<file path="config.mk">
export PLATFORM = sky130hd
export DESIGN_NAME = axi4_lite_cmd_master_flat
export DESIGN_NICKNAME = d
export VERILOG_FILES = /design/src/rtl/axi4_lite_cmd_master_if.sv /design/src/rtl/axi4_lite_cmd_master.sv /design/src/flat_wrapper.sv
export SDC_FILE = /design/constraint.sdc
export NUM_CORES = 1
export LEC_CHECK = 0
export BUFFER_PORTS_ARGS = -buffer_cell sky130_fd_sc_hd__buf_2
export CAP_MARGIN = 20
export CORE_ASPECT_RATIO = 2
export CORE_MARGIN = 5
export CORE_UTILIZATION = 48
export CTS_CLUSTER_SIZE = 20
export DETAILED_ROUTE_END_ITERATION = 6
export PLACE_DENSITY = 0.86
export SLEW_MARGIN = 10
export SYNTH_ARGS = -nofsm -noshare
export SYNTH_HDL_FRONTEND = slang
export SYNTH_SLANG_ARGS = --single-unit
export TNS_END_PERCENT = 30
</file>
<file path="constraint.sdc">
create_clock -name aclk -period 4.55 [get_ports aclk]
set_input_delay 0.91 -clock aclk [delete_from_list [all_inputs] [get_ports aclk]]
set_output_delay 0.91 -clock aclk [all_outputs]
set_load 0.1 [all_outputs]
</file>
<file path="src/rtl/axi4_lite_cmd_master_if.sv">
`default_nettype none
// ============================================================================
// Module      : axi4_lite_pkg / axi4_lite_if
// Description : Shared AXI4-Lite bus configuration type and the AXI4-Lite
//               interface with master and slave modports. A zero field in the
//               configuration selects the default width (32-bit address,
//               4-byte data).
// Revision    : 1.0 - initial release
// ============================================================================

package axi4_lite_pkg;

  // A = address bits, N = data bytes
  typedef struct packed {
    int A;
    int N;
  } axi4_lite_cfg_t;

  function automatic int addr_w(input axi4_lite_cfg_t c);
    return (c.A > 0) ? c.A : 32;
  endfunction

  function automatic int strb_w(input axi4_lite_cfg_t c);
    return (c.N > 0) ? c.N : 4;
  endfunction

  function automatic int data_w(input axi4_lite_cfg_t c);
    return strb_w(c) * 8;
  endfunction

endpackage

interface axi4_lite_if #(
  parameter axi4_lite_pkg::axi4_lite_cfg_t C = '{default: 0}
);
  localparam int AW = axi4_lite_pkg::addr_w(C);
  localparam int DW = axi4_lite_pkg::data_w(C);
  localparam int SW = axi4_lite_pkg::strb_w(C);

  logic [AW-1:0] awaddr;
  logic [2:0]    awprot;
  logic          awvalid;
  logic          awready;
  logic [DW-1:0] wdata;
  logic [SW-1:0] wstrb;
  logic          wvalid;
  logic          wready;
  logic [1:0]    bresp;
  logic          bvalid;
  logic          bready;
  logic [AW-1:0] araddr;
  logic [2:0]    arprot;
  logic          arvalid;
  logic          arready;
  logic [DW-1:0] rdata;
  logic [1:0]    rresp;
  logic          rvalid;
  logic          rready;

  modport master (
    output awaddr, awprot, awvalid, input awready,
    output wdata, wstrb, wvalid, input wready,
    input  bresp, bvalid, output bready,
    output araddr, arprot, arvalid, input arready,
    input  rdata, rresp, rvalid, output rready
  );

  modport slave (
    input  awaddr, awprot, awvalid, output awready,
    input  wdata, wstrb, wvalid, output wready,
    output bresp, bvalid, input bready,
    input  araddr, arprot, arvalid, output arready,
    output rdata, rresp, rvalid, input rready
  );

endinterface

`default_nettype wire

</file>
<file path="src/rtl/axi4_lite_cmd_master.sv">
`default_nettype none
// ============================================================================
// Module      : axi4_lite_cmd_master
// Description : Single-outstanding AXI4-Lite master driven by a simple
//               command/response port. Writes issue AW and W together and
//               drop each valid independently after its handshake; reads
//               issue AR then wait on R. Each completion yields a one-cycle
//               rsp_valid pulse with held response data.
//               Optional feature macro: AXI4_LITE_CMD_TIMEOUT_EN adds an
//               in-flight cycle counter that aborts a stuck transaction.
// Revision    : 1.0 - initial release
// ============================================================================

module axi4_lite_cmd_master #(
  parameter axi4_lite_pkg::axi4_lite_cfg_t C = '{default: 0},
  parameter int TIMEOUT_W = 8
) (
  input  logic                                  aclk,
  input  logic                                  aresetn,
  input  logic                                  cmd_valid,
  output logic                                  cmd_ready,
  input  logic                                  cmd_write,
  input  logic [axi4_lite_pkg::addr_w(C)-1:0]   cmd_addr,
  input  logic [axi4_lite_pkg::data_w(C)-1:0]   cmd_wdata,
  input  logic [axi4_lite_pkg::strb_w(C)-1:0]   cmd_wstrb,
  output logic                                  rsp_valid,
  output logic [axi4_lite_pkg::data_w(C)-1:0]   rsp_rdata,
  output logic                                  rsp_error,
  output logic                                  rsp_timeout,
  axi4_lite_if.master                           axi4_m
);

  localparam int AW = axi4_lite_pkg::addr_w(C);
  localparam int DW = axi4_lite_pkg::data_w(C);
  localparam int SW = axi4_lite_pkg::strb_w(C);

  typedef enum logic [2:0] {
    IDLE    = 3'd0,
    WR      = 3'd1,
    WR_RESP = 3'd2,
    RD      = 3'd3,
    RD_RESP = 3'd4
  } state_t;

  state_t        state;
  state_t        state_nxt;
  logic [AW-1:0] addr_q;
  logic [DW-1:0] wdata_q;
  logic [SW-1:0] wstrb_q;
  logic          aw_pend;
  logic          w_pend;
  logic          accept;
  logic          aw_ok;
  logic          w_ok;
  logic          b_done;
  logic          r_done;
  logic          tmo_expire;
  logic          tmo_hit;
  logic          unused_resp_lsb;

  // Reject a zero or oversized counter width at elaboration.
  if (TIMEOUT_W < 1 || TIMEOUT_W > 31) begin : g_bad_timeout_w
    $error("axi4_lite_cmd_master: TIMEOUT_W must be in 1..31");
  end

  // Ready is gated by reset so it reads low while aresetn is asserted.
  assign cmd_ready = aresetn && (state == IDLE);
  assign accept    = cmd_valid && cmd_ready;

  // A channel counts as done once its valid has already dropped or it
  // handshakes this cycle.
  assign aw_ok  = !aw_pend || axi4_m.awready;
  assign w_ok   = !w_pend  || axi4_m.wready;
  assign b_done = (state == WR_RESP) && axi4_m.bvalid;
  assign r_done = (state == RD_RESP) && axi4_m.rvalid;

  // A real completion on the expiry cycle wins over the abort.
  assign tmo_hit = tmo_expire && !b_done && !r_done;

  // Only bit 1 of a response distinguishes OKAY/EXOKAY from SLVERR/DECERR.
  assign unused_resp_lsb = axi4_m.bresp[0] ^ axi4_m.rresp[0];

  // Address, data and protection come straight from the captured command.
  assign axi4_m.awaddr = addr_q;
  assign axi4_m.araddr = addr_q;
  assign axi4_m.awprot = 3'b000;
  assign axi4_m.arprot = 3'b000;
  assign axi4_m.wdata  = wdata_q;
  assign axi4_m.wstrb  = wstrb_q;

`ifdef AXI4_LITE_CMD_TIMEOUT_EN
  logic [TIMEOUT_W-1:0] tcnt;
  logic [TIMEOUT_W-1:0] tcnt_inc;

  assign tcnt_inc = tcnt + 1'b1;
  // Expiry fires on the edge where the counter reaches all-ones.
  assign tmo_expire = (state != IDLE) && (tcnt_inc == {TIMEOUT_W{1'b1}});

  // Count cycles spent outside IDLE, restarting on every accepted command.
  always_ff @(posedge aclk or negedge aresetn) begin
    if (!aresetn) begin
      tcnt <= '0;
    end else if (accept) begin
      tcnt <= '0;
    end else if (state != IDLE) begin
      tcnt <= tcnt_inc;
    end
  end
`else
  assign tmo_expire = 1'b0;
`endif

  // State register.
  always_ff @(posedge aclk or negedge aresetn) begin
    if (!aresetn) begin
      state <= IDLE;
    end else begin
      state <= state_nxt;
    end
  end

  // Next-state and AXI handshake outputs.
  always_comb begin
    state_nxt      = state;
    axi4_m.awvalid = 1'b0;
    axi4_m.wvalid  = 1'b0;
    axi4_m.bready  = 1'b0;
    axi4_m.arvalid = 1'b0;
    axi4_m.rready  = 1'b0;
    case (state)
      IDLE: begin
        if (accept) begin
          state_nxt = cmd_write ? WR : RD;
        end
      end
      WR: begin
        axi4_m.awvalid = aw_pend;
        axi4_m.wvalid  = w_pend;
        if (aw_ok && w_ok) begin
          state_nxt = WR_RESP;
        end
      end
      WR_RESP: begin
        axi4_m.bready = 1'b1;
        if (axi4_m.bvalid) begin
          state_nxt = IDLE;
        end
      end
      RD: begin
        axi4_m.arvalid = 1'b1;
        if (axi4_m.arready) begin
          state_nxt = RD_RESP;
        end
      end
      RD_RESP: begin
        axi4_m.rready = 1'b1;
        if (axi4_m.rvalid) begin
          state_nxt = IDLE;
        end
      end
      default: begin
        state_nxt = IDLE;
      end
    endcase
    if (tmo_hit) begin
      state_nxt = IDLE;
    end
  end

  // Command capture and per-channel valid tracking for the write phase.
  always_ff @(posedge aclk or negedge aresetn) begin
    if (!aresetn) begin
      addr_q  <= '0;
      wdata_q <= '0;
      wstrb_q <= '0;
      aw_pend <= 1'b0;
      w_pend  <= 1'b0;
    end else if (accept) begin
      addr_q  <= cmd_addr;
      wdata_q <= cmd_wdata;
      wstrb_q <= cmd_wstrb;
      aw_pend <= cmd_write;
      w_pend  <= cmd_write;
    end else if (state == WR) begin
      if (axi4_m.awready) begin
        aw_pend <= 1'b0;
      end
      if (axi4_m.wready) begin
        w_pend <= 1'b0;
      end
    end
  end

  // Response pulse; payload fields hold until the next completion.
  always_ff @(posedge aclk or negedge aresetn) begin
    if (!aresetn) begin
      rsp_valid   <= 1'b0;
      rsp_rdata   <= '0;
      rsp_error   <= 1'b0;
      rsp_timeout <= 1'b0;
    end else begin
      rsp_valid <= 1'b0;
      if (b_done) begin
        rsp_valid   <= 1'b1;
        rsp_rdata   <= '0;
        rsp_error   <= axi4_m.bresp[1];
        rsp_timeout <= 1'b0;
      end else if (r_done) begin
        rsp_valid   <= 1'b1;
        rsp_rdata   <= axi4_m.rdata;
        rsp_error   <= axi4_m.rresp[1];
        rsp_timeout <= 1'b0;
      end else if (tmo_hit) begin
        rsp_valid   <= 1'b1;
        rsp_rdata   <= '0;
        rsp_error   <= 1'b1;
        rsp_timeout <= 1'b1;
      end
    end
  end

endmodule

`default_nettype wire
</file>
<file path="src/flat_wrapper.sv">
// flat-port wrapper written by rule: the top's interface ports become plain ports
module axi4_lite_cmd_master_flat 
#(
  parameter axi4_lite_pkg::axi4_lite_cfg_t C = '{default: 0},
  parameter int TIMEOUT_W = 8
)
  (aclk, aresetn, cmd_valid, cmd_ready, cmd_write, cmd_addr, cmd_wdata, cmd_wstrb, rsp_valid, rsp_rdata, rsp_error, rsp_timeout, axi4_m_awaddr, axi4_m_awprot, axi4_m_awvalid, axi4_m_awready, axi4_m_wdata, axi4_m_wstrb, axi4_m_wvalid, axi4_m_wready, axi4_m_bresp, axi4_m_bvalid, axi4_m_bready, axi4_m_araddr, axi4_m_arprot, axi4_m_arvalid, axi4_m_arready, axi4_m_rdata, axi4_m_rresp, axi4_m_rvalid, axi4_m_rready);
  axi4_lite_if #(.C(C)) axi4_m_i ();
  input  logic aclk;
  input  logic aresetn;
  input  logic cmd_valid;
  output logic cmd_ready;
  input  logic cmd_write;
  input  logic [axi4_lite_pkg::addr_w(C)-1:0] cmd_addr;
  input  logic [axi4_lite_pkg::data_w(C)-1:0] cmd_wdata;
  input  logic [axi4_lite_pkg::strb_w(C)-1:0] cmd_wstrb;
  output logic rsp_valid;
  output logic [axi4_lite_pkg::data_w(C)-1:0] rsp_rdata;
  output logic rsp_error;
  output logic rsp_timeout;
  output wire logic [$bits(axi4_m_i.awaddr)-1:0] axi4_m_awaddr;
  output wire logic [$bits(axi4_m_i.awprot)-1:0] axi4_m_awprot;
  output wire logic [$bits(axi4_m_i.awvalid)-1:0] axi4_m_awvalid;
  input wire logic [$bits(axi4_m_i.awready)-1:0] axi4_m_awready;
  output wire logic [$bits(axi4_m_i.wdata)-1:0] axi4_m_wdata;
  output wire logic [$bits(axi4_m_i.wstrb)-1:0] axi4_m_wstrb;
  output wire logic [$bits(axi4_m_i.wvalid)-1:0] axi4_m_wvalid;
  input wire logic [$bits(axi4_m_i.wready)-1:0] axi4_m_wready;
  input wire logic [$bits(axi4_m_i.bresp)-1:0] axi4_m_bresp;
  input wire logic [$bits(axi4_m_i.bvalid)-1:0] axi4_m_bvalid;
  output wire logic [$bits(axi4_m_i.bready)-1:0] axi4_m_bready;
  output wire logic [$bits(axi4_m_i.araddr)-1:0] axi4_m_araddr;
  output wire logic [$bits(axi4_m_i.arprot)-1:0] axi4_m_arprot;
  output wire logic [$bits(axi4_m_i.arvalid)-1:0] axi4_m_arvalid;
  input wire logic [$bits(axi4_m_i.arready)-1:0] axi4_m_arready;
  input wire logic [$bits(axi4_m_i.rdata)-1:0] axi4_m_rdata;
  input wire logic [$bits(axi4_m_i.rresp)-1:0] axi4_m_rresp;
  input wire logic [$bits(axi4_m_i.rvalid)-1:0] axi4_m_rvalid;
  output wire logic [$bits(axi4_m_i.rready)-1:0] axi4_m_rready;
  assign axi4_m_awaddr = axi4_m_i.awaddr;
  assign axi4_m_awprot = axi4_m_i.awprot;
  assign axi4_m_awvalid = axi4_m_i.awvalid;
  assign axi4_m_i.awready = axi4_m_awready;
  assign axi4_m_wdata = axi4_m_i.wdata;
  assign axi4_m_wstrb = axi4_m_i.wstrb;
  assign axi4_m_wvalid = axi4_m_i.wvalid;
  assign axi4_m_i.wready = axi4_m_wready;
  assign axi4_m_i.bresp = axi4_m_bresp;
  assign axi4_m_i.bvalid = axi4_m_bvalid;
  assign axi4_m_bready = axi4_m_i.bready;
  assign axi4_m_araddr = axi4_m_i.araddr;
  assign axi4_m_arprot = axi4_m_i.arprot;
  assign axi4_m_arvalid = axi4_m_i.arvalid;
  assign axi4_m_i.arready = axi4_m_arready;
  assign axi4_m_i.rdata = axi4_m_rdata;
  assign axi4_m_i.rresp = axi4_m_rresp;
  assign axi4_m_i.rvalid = axi4_m_rvalid;
  assign axi4_m_rready = axi4_m_i.rready;
  axi4_lite_cmd_master #(.C(C), .TIMEOUT_W(TIMEOUT_W)) u_core (.aclk(aclk), .aresetn(aresetn), .cmd_valid(cmd_valid), .cmd_ready(cmd_ready), .cmd_write(cmd_write), .cmd_addr(cmd_addr), .cmd_wdata(cmd_wdata), .cmd_wstrb(cmd_wstrb), .rsp_valid(rsp_valid), .rsp_rdata(rsp_rdata), .rsp_error(rsp_error), .rsp_timeout(rsp_timeout), .axi4_m(axi4_m_i));
endmodule
</file>
Word level (Yosys, flattened, before mapping)

Cells that the tools add are included.

Flip-flop bits (word level): 108
Bits of input ports: 113
Output and inout port bits: 147
Logic and storage cells: 62

Equality and inequality tests: 9
Muxes and demuxes: 26
Reduce and logical (&&, ||, !) cells: 17

Operators with widths:

| operator                                                              | count |
|---|---|
| 32-bit two-way mux                                                    | 2 |
| 1-bit two-way mux                                                     | 17 |
| 3-bit two-way mux                                                     | 5 |
| 3-bit case mux with 5 select lines                                    | 1 |
| 2-bit nonzero test                                                    | 4 |
| 3-bit by 2-bit equality test with 1-bit output, second input constant | 2 |
| 2-bit != test, second input constant                                  | 3 |
| 1-bit logical AND                                                     | 5 |
| 5-bit AND reduction                                                   | 1 |
| 2-bit by 1-bit != test with 1-bit output, second input constant       | 2 |
| 2-bit AND reduction                                                   | 2 |
| 3-bit by 1-bit equality test with 1-bit output, second input constant | 1 |
| 3-bit equality test, second input constant                            | 1 |
| 3-bit zero test                                                       | 1 |
| 1-bit zero test                                                       | 2 |
| 1-bit logical OR                                                      | 2 |
| 2-bit two-way mux                                                     | 1 |

Depth between registers and ports, before layout

Depth in word-level cells: 5
Gate-level depth with buffers: 6
Mapped depth without buffers: 3

Worst setup path before layout

OpenSTA, ideal clock, no wires.

Kind: register -> output
From: reg u_core.state[0]
To: out axi4_m_rready
Arrival: 2837 ps
Data required time: 3640 ps
Setup slack: 803 ps
Stages on the path, launching flop included: 3
Path buffers: 1
Cells stage by stage: dfrtp_1 > buf_2 > nor3b_1

Cells in the longest elaborated chain, start to end: 2

Ends and longest elaborated chain:

| what                   | RTL line                    | text |
|---|---|---|
| start, declared        | axi4_lite_cmd_master.sv:45  | `state_t state;` |
| start signal, assigned | axi4_lite_cmd_master.sv:118 | `state <= state_nxt;` |
| 3-bit equality test    | axi4_lite_cmd_master.sv:130 | `case (state)` |
| 1-bit two-way mux      | axi4_lite_cmd_master.sv:130 |  |
| end, declared          | flat_wrapper.sv:39          | `output wire logic [$bits(axi4_m_i.rready)-1:0] axi4_m_rready;` |

No other way between the ends.

Worst setup path in the final report

From: in aresetn
To: out cmd_ready

Cells in the longest elaborated chain, start to end: 1

Ends and longest elaborated chain:

| what              | RTL line                   | text |
|---|---|---|
| start, declared   | flat_wrapper.sv:10         | `input logic aresetn;` |
| 1-bit logical AND | axi4_lite_cmd_master.sv:67 | `assign cmd_ready = aresetn && (state == IDLE);` |
| end, declared     | flat_wrapper.sv:12         | `output logic cmd_ready;` |

No other way between the ends.

==> impl_metrics.py <==
metrics = {
    "worst_hold_path": {
        "hold_path_class": "reg2reg",
    },
    "die": {
        "ios": 260,
        "initial_core_util_pct": 48.62,
        "die_area_um2": 11960,
        "core_area_um2": 9635,
        "core.rowCount": 51,
        "die_y_um": 149.7,
        "die_x_um": 79.86,
    },
    "clock_tree": {
        "cts_buffers": 9,
        "path_clk_slew_ns": 0.07,
        "cts_tree": "yes",
        "cts_buffer_depth": 2,
        "numClockSinks": 107,
        "clock_latency_ns": 0.34,
        "postCtsResizedCells": 0,
        "cts_hold_buf": 0,
        "clockRootBuffer": "clkbuf_16",
        "h-tree-depth": 3,
        "post_cts_buffers": 0,
    },
    "layout": {
        "seq_area_um2": 2678,
        "layout_common_cells": "buf_2, dfrtp_1, mux2_4, a22o_1, mux2_2",
        "n_antenna_cell": 0,
        "fin_util_pct": 62.20,
        "multi_input_area_um2": 1546,
        "nets": 641,
        "drive_gt1_share_pct": 64.47,
        "layout_commonest_cell": "buf_2",
        "fill_cells": 730,
        "syn_to_final_growth_pct": 27.94,
    },
    "synthesis": {
        "synth-edff-count": 0,
        "synth-async-reset-ratio_pct": 100.0,
        "ys_ff_latch": 107,
        "yosysWarnings": 0,
        "synthDistinctLibCells": 30,
        "ys_seq_area_share_pct": 57.16,
        "avgSynthCellArea_um2": 14.87,
        "syn-cell-area_um2": 4684,
        "synth_ff_type": "dfrtp_1",
        "synthCells": 315,
    },
    "grt": {
        "antenna_found_initial": 3,
        "grtUsageTotal_pct": 19.18,
        "grt_max_degree": 79,
        "grt_first_pass_wirelength_um": 17480,
        "overflow": 0,
        "grt_pass1_vias": 3386,
    },
    "routing": {
        "vias_per_cell": 4.899,
        "drc": 0,
        "final_antenna_net_count": 0,
        "dr_total_vias": 3253,
        "drtIter0Drc": 53,
        "drt_wl_total_um": 11730,
        "drtPass1Iterations": 4,
        "routedWlPerCell_um": 17.67,
    },
    "timing": {
        "final.setup.tns_ns": 0,
        "slew_viol_final": 0,
        "finalHoldViolCount": 0,
        "skew_ns": 0.006676,
        "layout_setup_ws_ns": 1.541,
        "max_slew_margin_pct": 35.77,
        "final.min_clock_period_ns": 3.009,
        "max_freq_mhz": 332.3,
        "tightest_slew_ns": 0.9624,
        "post-route-period-util_pct": 66.13,
        "finalSetupViolations": 0,
        "rsz0062_at_grt": "no",
    },
    "placed_design": {
        "port_buffers": 250,
        "place_hpwl_um": 9158,
        "gp_congestion": 0.8300,
        "pre_cts_slack_ns": 1.406,
    },
    "critical_path": {
        "critPathKind": "in2out",
        "critPathRequiredTime_ns": 3.64,
        "critPathLaunchType": "input pin",
        "end_kind": "output port",
        "worstPathArrival_ns": 2.10,
        "cp_max_fo": 32,
    },
    "run": {
        "max_cap_viol_count": 0,
    },
    "run_status": {
        "outcome": "complete, no violations",
    },
}
[state kept, by name, summed over array words and instances (netlist names), 3 cells and up]
register and flops:
u_core.state 3, u_core.axi4_m.wdata 32, u_core.axi4_m.wstrb 4, u_core.rsp_rdata 32, u_core.axi4_m.araddr 32
[cells in the mapped netlist (2+ instances only)]
library cell	number	area share, %
dfrtp_1	107	57
mux2_4	49	16
buf_4	42	6.7
a22o_1	25	4.7
mux2_2	22	5.3
nand2_1	19	1.5
a21oi_1	11	1.2
buf_12	6	2.6
buf_2	5	0.53
inv_1	4	0.32
nor3b_1	3	0.48
and2_1	2	0.27
clkbuf_1	2	0.16
nor4bb_1	2	0.43
[through the flow]
| step | hold slack (ns) | instances | cell area, um^2 |
|---|---|---|---|
| 3_3_place_gp | 0.4614 | 648 | 5673 |
| 2_1_floorplan | 0.5335 | 321 | 4707 |
| 5_1_grt | 0.5098 | 664 | 5993 |
| 6_report | 0.4820 | 664 | 5993 |
| 4_1_cts | 0.4828 | 663 | 5966 |
| 3_5_place_dp | 0.4642 | 648 | 5673 |
[per-layer routing]
| layer | track usage, % | share of wire [%] | wire length [um] | vias up |
|---|---|---|---|---|
| met5 | 0 | 0.32 | 37 | - |
| met4 | 8.291 | 3.0 | 351 | 6 |
| met3 | 5.422 | 8.1 | 946 | 28 |
| met2 | 35.05 | 54 | 6358 | 162 |
| met1 | 19.99 | 34 | 4036 | 1575 |
| li1 | - | - | - | 1482 |
[cell families (layout without fill, tap and decap cells)]
kind of cell	count (synthesis)	in the layout	synth area share [%]
AO/OA/AOI/OAI	42	42	6.838
buffers and inverters	61	272	10.63
flip-flops	107	107	57.16
multiplexers	71	71	20.99
other	1	7	0.08005
AND/OR/NAND/NOR	33	33	4.300
[cell type report]
class                           instances  area share, %
Timing Repair Buffer                  253          21.63
Tap cell                              132          2.756
Multi-Input combinational cell        153          25.80
Clock inverter                          5          1.065
Clock buffer                           10          3.820
Inverter                                4         0.2505
Sequential cell                       107          44.68
[worst max-delay path: stages]
cell,delay (ns)
buf_4,0.34
nor4b_4,0.33
buf_2,0.49
[path summary, 6_finish.rpt]
path	start	to	slack, ns	cells past startpoint
max	aresetn	cmd_ready	1.54	3
min	u_core.rsp_error	u_core.rsp_error	0.48	1
max reg2reg	u_core.state[0]	u_core.axi4_m.araddr[1]	2.39	4
min reg2reg	u_core.rsp_error	u_core.rsp_error	0.48	1
max in group asynchronous	aresetn	u_core.rsp_rdata[24]	2.75	2
min in group asynchronous	aresetn	u_core.rsp_error	0.49	1
Power is left out: the tool's default activity adds up to more than one toggle a clock period on the data nets, which glitch-free logic cannot reach.
